===== src/rtl/rv32m_pkg.sv =====
// Shared RV32M definitions for the decoder, multiplier_top and divider_top.
// Holds the datapath width, divider FSM states and the division boundary constants.
package rv32m_pkg;

  localparam int XLEN     = 32;
  localparam int DIV_ITER = 32;

  localparam logic [XLEN-1:0] INT_MIN  = 32'h8000_0000;
  localparam logic [XLEN-1:0] ALL_ONES = 32'hFFFF_FFFF;

  typedef enum logic [1:0] {
    IDLE,
    CALC,
    FIX,
    SPECIAL
  } div_state_t;

  // Two's complement magnitude when the operand is treated as signed.
  function automatic logic [XLEN-1:0] abs_if(input logic [XLEN-1:0] v, input logic en);
    return (en && v[XLEN-1]) ? (~v + 1'b1) : v;
  endfunction

  function automatic logic [XLEN-1:0] negate_if(input logic [XLEN-1:0] v, input logic en);
    return en ? (~v + 1'b1) : v;
  endfunction

endpackage


===== src/rtl/div_step.sv =====
// One radix-2 restoring division iteration: shift {r,q} left and try to subtract d.
// Purely combinational so it can be chained for an unrolled divider later.
module div_step
  import rv32m_pkg::*;
(
  input  logic [XLEN-1:0] i_r,
  input  logic [XLEN-1:0] i_q,
  input  logic [XLEN-1:0] i_d,
  output logic [XLEN-1:0] o_r,
  output logic [XLEN-1:0] o_q
);

  logic [XLEN:0] w_shift;
  logic [XLEN:0] w_trial;

  // r < d always holds, so the shifted partial remainder fits in XLEN+1 bits.
  assign w_shift = {i_r, i_q[XLEN-1]};
  assign w_trial = w_shift - {1'b0, i_d};

  always_comb begin
    // NOTE: every output gets a default first so no path can infer a latch.
    o_r = w_shift[XLEN-1:0];
    o_q = {i_q[XLEN-2:0], 1'b0};
    if (!w_trial[XLEN]) begin
      o_r = w_trial[XLEN-1:0];
      o_q = {i_q[XLEN-2:0], 1'b1};
    end
  end

endmodule


===== src/rtl/divider_top.sv =====
// Sequential RV32M divider (DIV/DIVU/REM/REMU), one quotient bit per cycle.
// The result is registered and held until the next operation completes.
module divider_top
  import rv32m_pkg::*;
(
  input  logic            clk_i,
  input  logic            rst_ni,
  input  logic            div_en_i,
  input  logic [XLEN-1:0] op_A_i,
  input  logic [XLEN-1:0] op_B_i,
  input  logic            signed_i,
  input  logic            rem_i,
  output logic [XLEN-1:0] result_o,
  output logic            done_o,
  output logic            busy_o
);

  div_state_t r_state;
  div_state_t w_next;

  logic [XLEN-1:0] r_rem;
  logic [XLEN-1:0] r_quo;
  logic [XLEN-1:0] r_div;
  logic [XLEN-1:0] r_result;
  logic [4:0]      r_cnt;
  logic            r_neg_q;
  logic            r_neg_r;
  logic            r_sel_rem;
  logic            r_done;

  logic [XLEN-1:0] w_step_r;
  logic [XLEN-1:0] w_step_q;
  logic [XLEN-1:0] w_q_fix;
  logic [XLEN-1:0] w_r_fix;
  logic            w_div_zero;
  logic            w_overflow;
  logic            w_last;

  assign w_div_zero = (op_B_i == '0);
  assign w_overflow = signed_i && (op_A_i == INT_MIN) && (op_B_i == ALL_ONES);
  assign w_last     = (r_cnt == 5'(DIV_ITER - 1));

  assign w_q_fix = negate_if(r_quo, r_neg_q);
  assign w_r_fix = negate_if(r_rem, r_neg_r);

  div_step u_step (
    .i_r (r_rem),
    .i_q (r_quo),
    .i_d (r_div),
    .o_r (w_step_r),
    .o_q (w_step_q)
  );

  always_ff @(posedge clk_i or negedge rst_ni) begin
    if (!rst_ni) r_state <= IDLE;
    else         r_state <= w_next;
  end

  // FIX and SPECIAL stay put through the done_o cycle so busy_o covers it.
  always_comb begin
    w_next = r_state;
    case (r_state)
      IDLE:         if (div_en_i) w_next = (w_div_zero || w_overflow) ? SPECIAL : CALC;
      CALC:         if (w_last)   w_next = FIX;
      FIX, SPECIAL: if (r_done)   w_next = IDLE;
      default:                    w_next = IDLE;
    endcase
  end

  // NOTE: sequential state uses non-blocking assignments so all registers
  // update together from the values present before the edge.
  always_ff @(posedge clk_i or negedge rst_ni) begin
    // NOTE: every register, including the datapath, is reset so an aborted
    // operation leaves no stale state behind.
    if (!rst_ni) begin
      r_rem     <= '0;
      r_quo     <= '0;
      r_div     <= '0;
      r_result  <= '0;
      r_cnt     <= '0;
      r_neg_q   <= 1'b0;
      r_neg_r   <= 1'b0;
      r_sel_rem <= 1'b0;
      r_done    <= 1'b0;
    end else begin
      case (r_state)
        IDLE: begin
          r_done <= 1'b0;
          if (div_en_i) begin
            r_sel_rem <= rem_i;
            r_cnt     <= '0;
            r_div     <= abs_if(op_B_i, signed_i);
            if (w_div_zero) begin
              // Special results are preloaded so SPECIAL reuses the FIX path.
              r_quo   <= ALL_ONES;
              r_rem   <= op_A_i;
              r_neg_q <= 1'b0;
              r_neg_r <= 1'b0;
            end else if (w_overflow) begin
              r_quo   <= INT_MIN;
              r_rem   <= '0;
              r_neg_q <= 1'b0;
              r_neg_r <= 1'b0;
            end else begin
              r_quo   <= abs_if(op_A_i, signed_i);
              r_rem   <= '0;
              r_neg_q <= signed_i & (op_A_i[XLEN-1] ^ op_B_i[XLEN-1]);
              r_neg_r <= signed_i & op_A_i[XLEN-1];
            end
          end
        end
        CALC: begin
          r_rem <= w_step_r;
          r_quo <= w_step_q;
          r_cnt <= r_cnt + 5'd1;
        end
        FIX, SPECIAL: begin
          if (!r_done) begin
            r_result <= r_sel_rem ? w_r_fix : w_q_fix;
            r_done   <= 1'b1;
          end else begin
            r_done   <= 1'b0;
          end
        end
        default: r_done <= 1'b0;
      endcase
    end
  end

  assign result_o = r_result;
  assign done_o   = r_done;
  assign busy_o   = (r_state != IDLE);

endmodule


===== config.mk =====
export PLATFORM = sky130hd
export DESIGN_NAME = divider_top
export DESIGN_NICKNAME = d
export VERILOG_FILES = /design/src/rtl/rv32m_pkg.sv /design/src/rtl/div_step.sv /design/src/rtl/divider_top.sv
export SDC_FILE = /design/constraint.sdc
export NUM_CORES = 1
export LEC_CHECK = 0
export ABC_CLOCK_PERIOD_IN_PS = 11500
export CORE_ASPECT_RATIO = 1.2
export CORE_UTILIZATION = 55
export DETAILED_ROUTE_END_ITERATION = 8
export DONT_BUFFER_PORTS = 1
export PLACE_DENSITY = 0.66
export SYNTH_ARGS = -nofsm -noshare
export SYNTH_HDL_FRONTEND = slang
export SYNTH_HIERARCHICAL = 1
export SYNTH_SLANG_ARGS = --single-unit

===== constraint.sdc =====
create_clock -name clk_i -period 11.5 [get_ports clk_i]
set_clock_uncertainty 0.2 [all_clocks]
set_input_delay 2.3 -clock clk_i [delete_from_list [all_inputs] [get_ports clk_i]]
set_output_delay 2.3 -clock clk_i [all_outputs]
set_load 0.05 [all_outputs]

* Word-level counts from Yosys, hierarchy flattened
Cells that the tools add are included.
Operators by class: add/sub/neg operators 6, equal/unequal tests 9, multiplexer cells 27, bitwise operators 8, reduce and logical (&&, ||, !) cells 15
Operators with widths (count):
- $mux W32 | 11
- $add A32 B1 Y32 const B | 4
- $not A32 Y32 | 4
- $pmux W32 S2 | 2
- $eq A32 B32 Y1 const B | 2
- $sub A33 B32 Y33 | 1
- $logic_not A32 Y1 | 1
- $pmux W5 S2 | 1
- $mux W2 | 4
- $mux W1 | 6
- $ne A2 B2 Y1 const B | 3
- $pmux W2 S3 | 1
- $reduce_and A2 Y1 | 3
- $reduce_bool A2 Y1 | 3
- $add A5 B1 Y5 const B | 1
- $eq A5 B5 Y1 const B | 1
- $mux W5 | 1
- $eq A2 B2 Y1 const B | 2
- $logic_and A1 B1 Y1 | 4
- $reduce_and A3 Y1 | 1
- $and A1 B1 Y1 | 2
- $eq A2 B1 Y1 const B | 1
- $logic_not A2 Y1 | 1
- $pmux W1 S2 | 1
- 4 further kinds | 4
Word-level totals: flip-flop bits (word level) 139, input bits 69, output and inout bits 34, word-level logic and storage cells 75

* Longest topological paths before layout
word-level depth 7, mapped depth 17

* Cells and area by module
Netlist, hierarchy kept.
Modules (own cells, without submodules):
- divider_top | times used 1, cells each 1074, area an instance 9148.8 um^2, seq. area each 3478.3 um^2
- div_step | times used 1, cells each 337, area an instance 2598.7 um^2, seq. area each 0.0 um^2

* Worst setup path before layout
OpenSTA, ideal clock, no wires.
path kind input to register, start input op_B_i[12], end register r_quo[13], library setup time 0.095 ns, arrival time 4.326 ns, slack 6.879 ns, stages 7, path buffers 2, cells stage by stage buf_2 -> or4_1 -> or4_1 -> o31a_1 -> buf_2 -> a2bb2oi_1 -> o31ai_1
On the way: longest elaborated chain between the ends 6, elaborated cells between the ends (all ways) 7, those cells by class eq/ne (1); mux (4); reduce/logical (2)
RTL lines:
- from (decl) | RTL line divider_top.sv:10 | input logic [XLEN-1:0] op_B_i,
- $eq A32 B32 Y1 | RTL line divider_top.sv:40 | assign w_overflow = signed_i && (op_A_i == INT_MIN) && (op_B_i == ALL_ONES);
- $logic_and A1 B1 Y1 | RTL line divider_top.sv:40
- $mux W32 | RTL line divider_top.sv:99 | end else if (w_overflow) begin
- $mux W32 (*) | RTL line divider_top.sv:93 | if (w_div_zero) begin
- $mux W32 (*) | RTL line divider_top.sv:89 | if (div_en_i) begin
- $pmux W32 S2 (*) | RTL line divider_top.sv:86 | case (r_state)
- to (signal assigned) | RTL line divider_top.sv:105 | r_quo <= abs_if(op_A_i, signed_i);
- to (signal assigned) | RTL line divider_top.sv:114 | r_quo <= w_step_q;
- to (decl) | RTL line divider_top.sv:22 | logic [XLEN-1:0] r_quo;
Every way passes the cells marked *; elsewhere a longest branch is shown, timed or not. The select of a mux whose other input is x is not followed. A chain may end at the register's enable or synchronous reset.

* Final worst setup path
start input op_B_i[21], end register r_quo[12]
Same word-level chain as after synthesis.

==> metrics.cfg <==
[sta]
final-hold-violation-count = 0
final-max-slew-violation-count = 0
period_share_pct = 39.7
period_needed_ns = 4.57
holdWs_ns = 0.277
tightest_slew_margin_relative_to_the_limit_pct = 21.5
totalNegativeSetupSlack_ns = 0
timing.final.ws_setup_ns = 6.93
timing_worst_slew_pin_value_ns = 1.17
achievable-frequency_mhz = 219
grt_setup_unrepaired = no
timing.final.setup_violations = 0

[hold_path]
worst_hold_path_type = flop to flop
holdCritStartpoint = r_div[11]
min_path_cells = 2
hold_end = r_div[11]

[run]
drv_cap = 0

[status]
run_status = finished, final reports clean

[floorplan]
floorplan.die.height_um = 162
initial_core_utilization_pct = 56.0
die_area_um2 = 22000
fp.coreArea_um2 = 21000
rows = 58
die_width_um = 135
io_pins = 103

[final_layout]
final_standard_cell_area_without_fillers_um2 = 12200
drive_above_1_share_pct = 7.76
layout_common_cells = 214 x nand2_1, 139 x dfrtp_1, 77 x o21ai_0, 65 x xnor2_1, 64 x a21oi_1
layout_net_count = 1437
filler_cell_count = 1907
areaGrowthSynthToFinish_pct = 3.71
antennaDiodeCount = 0
post_route_insts_no_fill = 1611
mostFrequentLayoutCell = nand2_1

[worst_setup_path]
capturing_element_type_of_the_critical_path = flop
rr_startpoint = r_quo[31]
critPathArrivalTime_ns = 4.71
criticalPathCategory = primary input to flop
critPathRequiredTime_ns = 11.65
worstSetupStartpointType = primary input
r2r_setup_slack_ns = 6.96
worst_r2r_path_depth = 15
crit_path_start = op_B_i[21]
rr_endpoint = r_rem[9]
critPathMaxFanout = 13

[clock_network]
insertion_delay_ns = 0.44
cts_resized = 0
cts.repair_timing.setup_buffer_count = 0
postCtsHoldBufs = 0
cts.htree.levels = 4
clkSlewWorstSetupHoldPaths_ns = 0.06
cts.path.max_buffers = 2
clock_tree.root_cell = clkbuf_16
clock-sinks = 139
cts_inserted_buffers = 17
tritoncts = yes

[synth]
netlist_area_um2 = 11700
synth_async_sr_flop_share_pct = 100
synth_cell_type_count = 91
postSynthRegisterBits = 139
proportion_of_synthesized_chip_area_in_sequential_cells_pct = 29.6
synth-warning-count = 6
main_synth_ff_type = dfrtp_1
synth_enable_flop_cells = 0
syn_nets = 1520
synthesis.area_per_instance_um2 = 8.33
netlist_instances = 1411

[detailed_routing]
detail_route.wirelength_mm = 33.4
ant_nets = 0
drt-pass1-iter-count = 7
via_count_normalized_by_instance_count = 6.39
via_count = 10301
initialDrtViolationCount = 780
drc = 0
wl_per_cell_um = 20.7

[placement]
port_buffer_cells = 0
numPlacedInstances = 1579
place_hpwl_mm = 25.0
postPlaceCellArea_um2 = 11500
placement_setup_slack_ns = 6.49
gp_routability_congestion = 0.934

[power]
vdd_drop_max_mv = 0.316
total_leakage_power_nw = 5.08
p_per_area_nw_per_um2 = 394

[grt]
first_global_vias = 9715
antenna_found_initial = 0
grt_first_pass_wirelength_mm = 52.3
track_usage_pct = 31.0
grt-ovfl-total = 0
grt_start_max_net_pins = 140

## cell usage after synthesis (25+ instances only)
master	number	share of area, %
nor3_1	33	1.4
a21oi_1	64	2.7
inv_1	60	1.9
xor2_1	63	4.7
a22oi_1	42	2.7
ha_1	39	4.2
nand4_1	25	1.3
clkbuf_1	62	2.0
buf_4	34	2.2
xnor2_1	65	4.8
nor2_1	48	1.5
mux2i_1	29	2.5
dfrtp_1	139	30
o21ai_0	77	3.3
nand2_1	215	6.9
o31ai_1	37	2.4
nand3_1	25	1.1
## worst max-delay path: stages
cell and delay (ns):
or4_1 0.61, or4_1 0.69, o31ai_4 0.61, nor2_1 0.26, a22oi_1 0.25
## worst max-delay path by stage
stage,endpoint,slack [ns]
2_1_floorplan,r_quo[13],6.88
4_1_cts,r_quo[12],6.95
5_1_grt,r_quo[16],6.79
3_5_place_dp,r_quo[12],6.49
3_3_place_gp,r_quo[20],6.54
6_report,r_quo[12],6.93
## layer usage
layer | track usage [%] | wire, um
met2 | 52.1 | 16100
met3 | 6.15 | 2070
met4 | 12.3 | 981
met1 | 38.7 | 14200
met5 | 0 | 0
## registers in the layout, indices dropped and copies added (netlist names), 2 cells and up
register  count
r_cnt         5
r_div        32
r_quo        32
r_rem        32
r_state       2
result_o     32
## kinds of logic after synthesis
group | synth area share [%]
muxes | 5.57
xor gates and xnor gates | 9.54
adders and majority gates | 4.32
and+or+nand+nor | 21.2
DFF | 29.6
AOI/OAI and AO/OA | 22.0
buffers and inverters | 7.79
## final cells by class
type	count	area, um^2	share of cell area (%)
repair buffers	12	90.1	0.739
clock buffers	17	425	3.49
flip-flops and latches	139	3480	28.6
clock inverters	15	235	1.93
well taps	270	338	2.77
inverters	61	236	1.94
multi-input cells	1097	7380	60.6
## power breakdown
group | switching [W] | internal [W]
clock network | 0.000234 | 0.000389
logic | 0.00156 | 0.00134
registers | 0.000534 | 0.000751
## stage by stage
step	total power (W)	utilization, %
3_5_place_dp	0.00413	54.9
4_1_cts	0.00477	58.1
6_report	0.00480	58.1
2_1_floorplan	0.00370	-
5_1_grt	0.00517	58.1
3_3_place_gp	0.00409	54.9
Note: power is estimated with default switching activity, not from simulation.
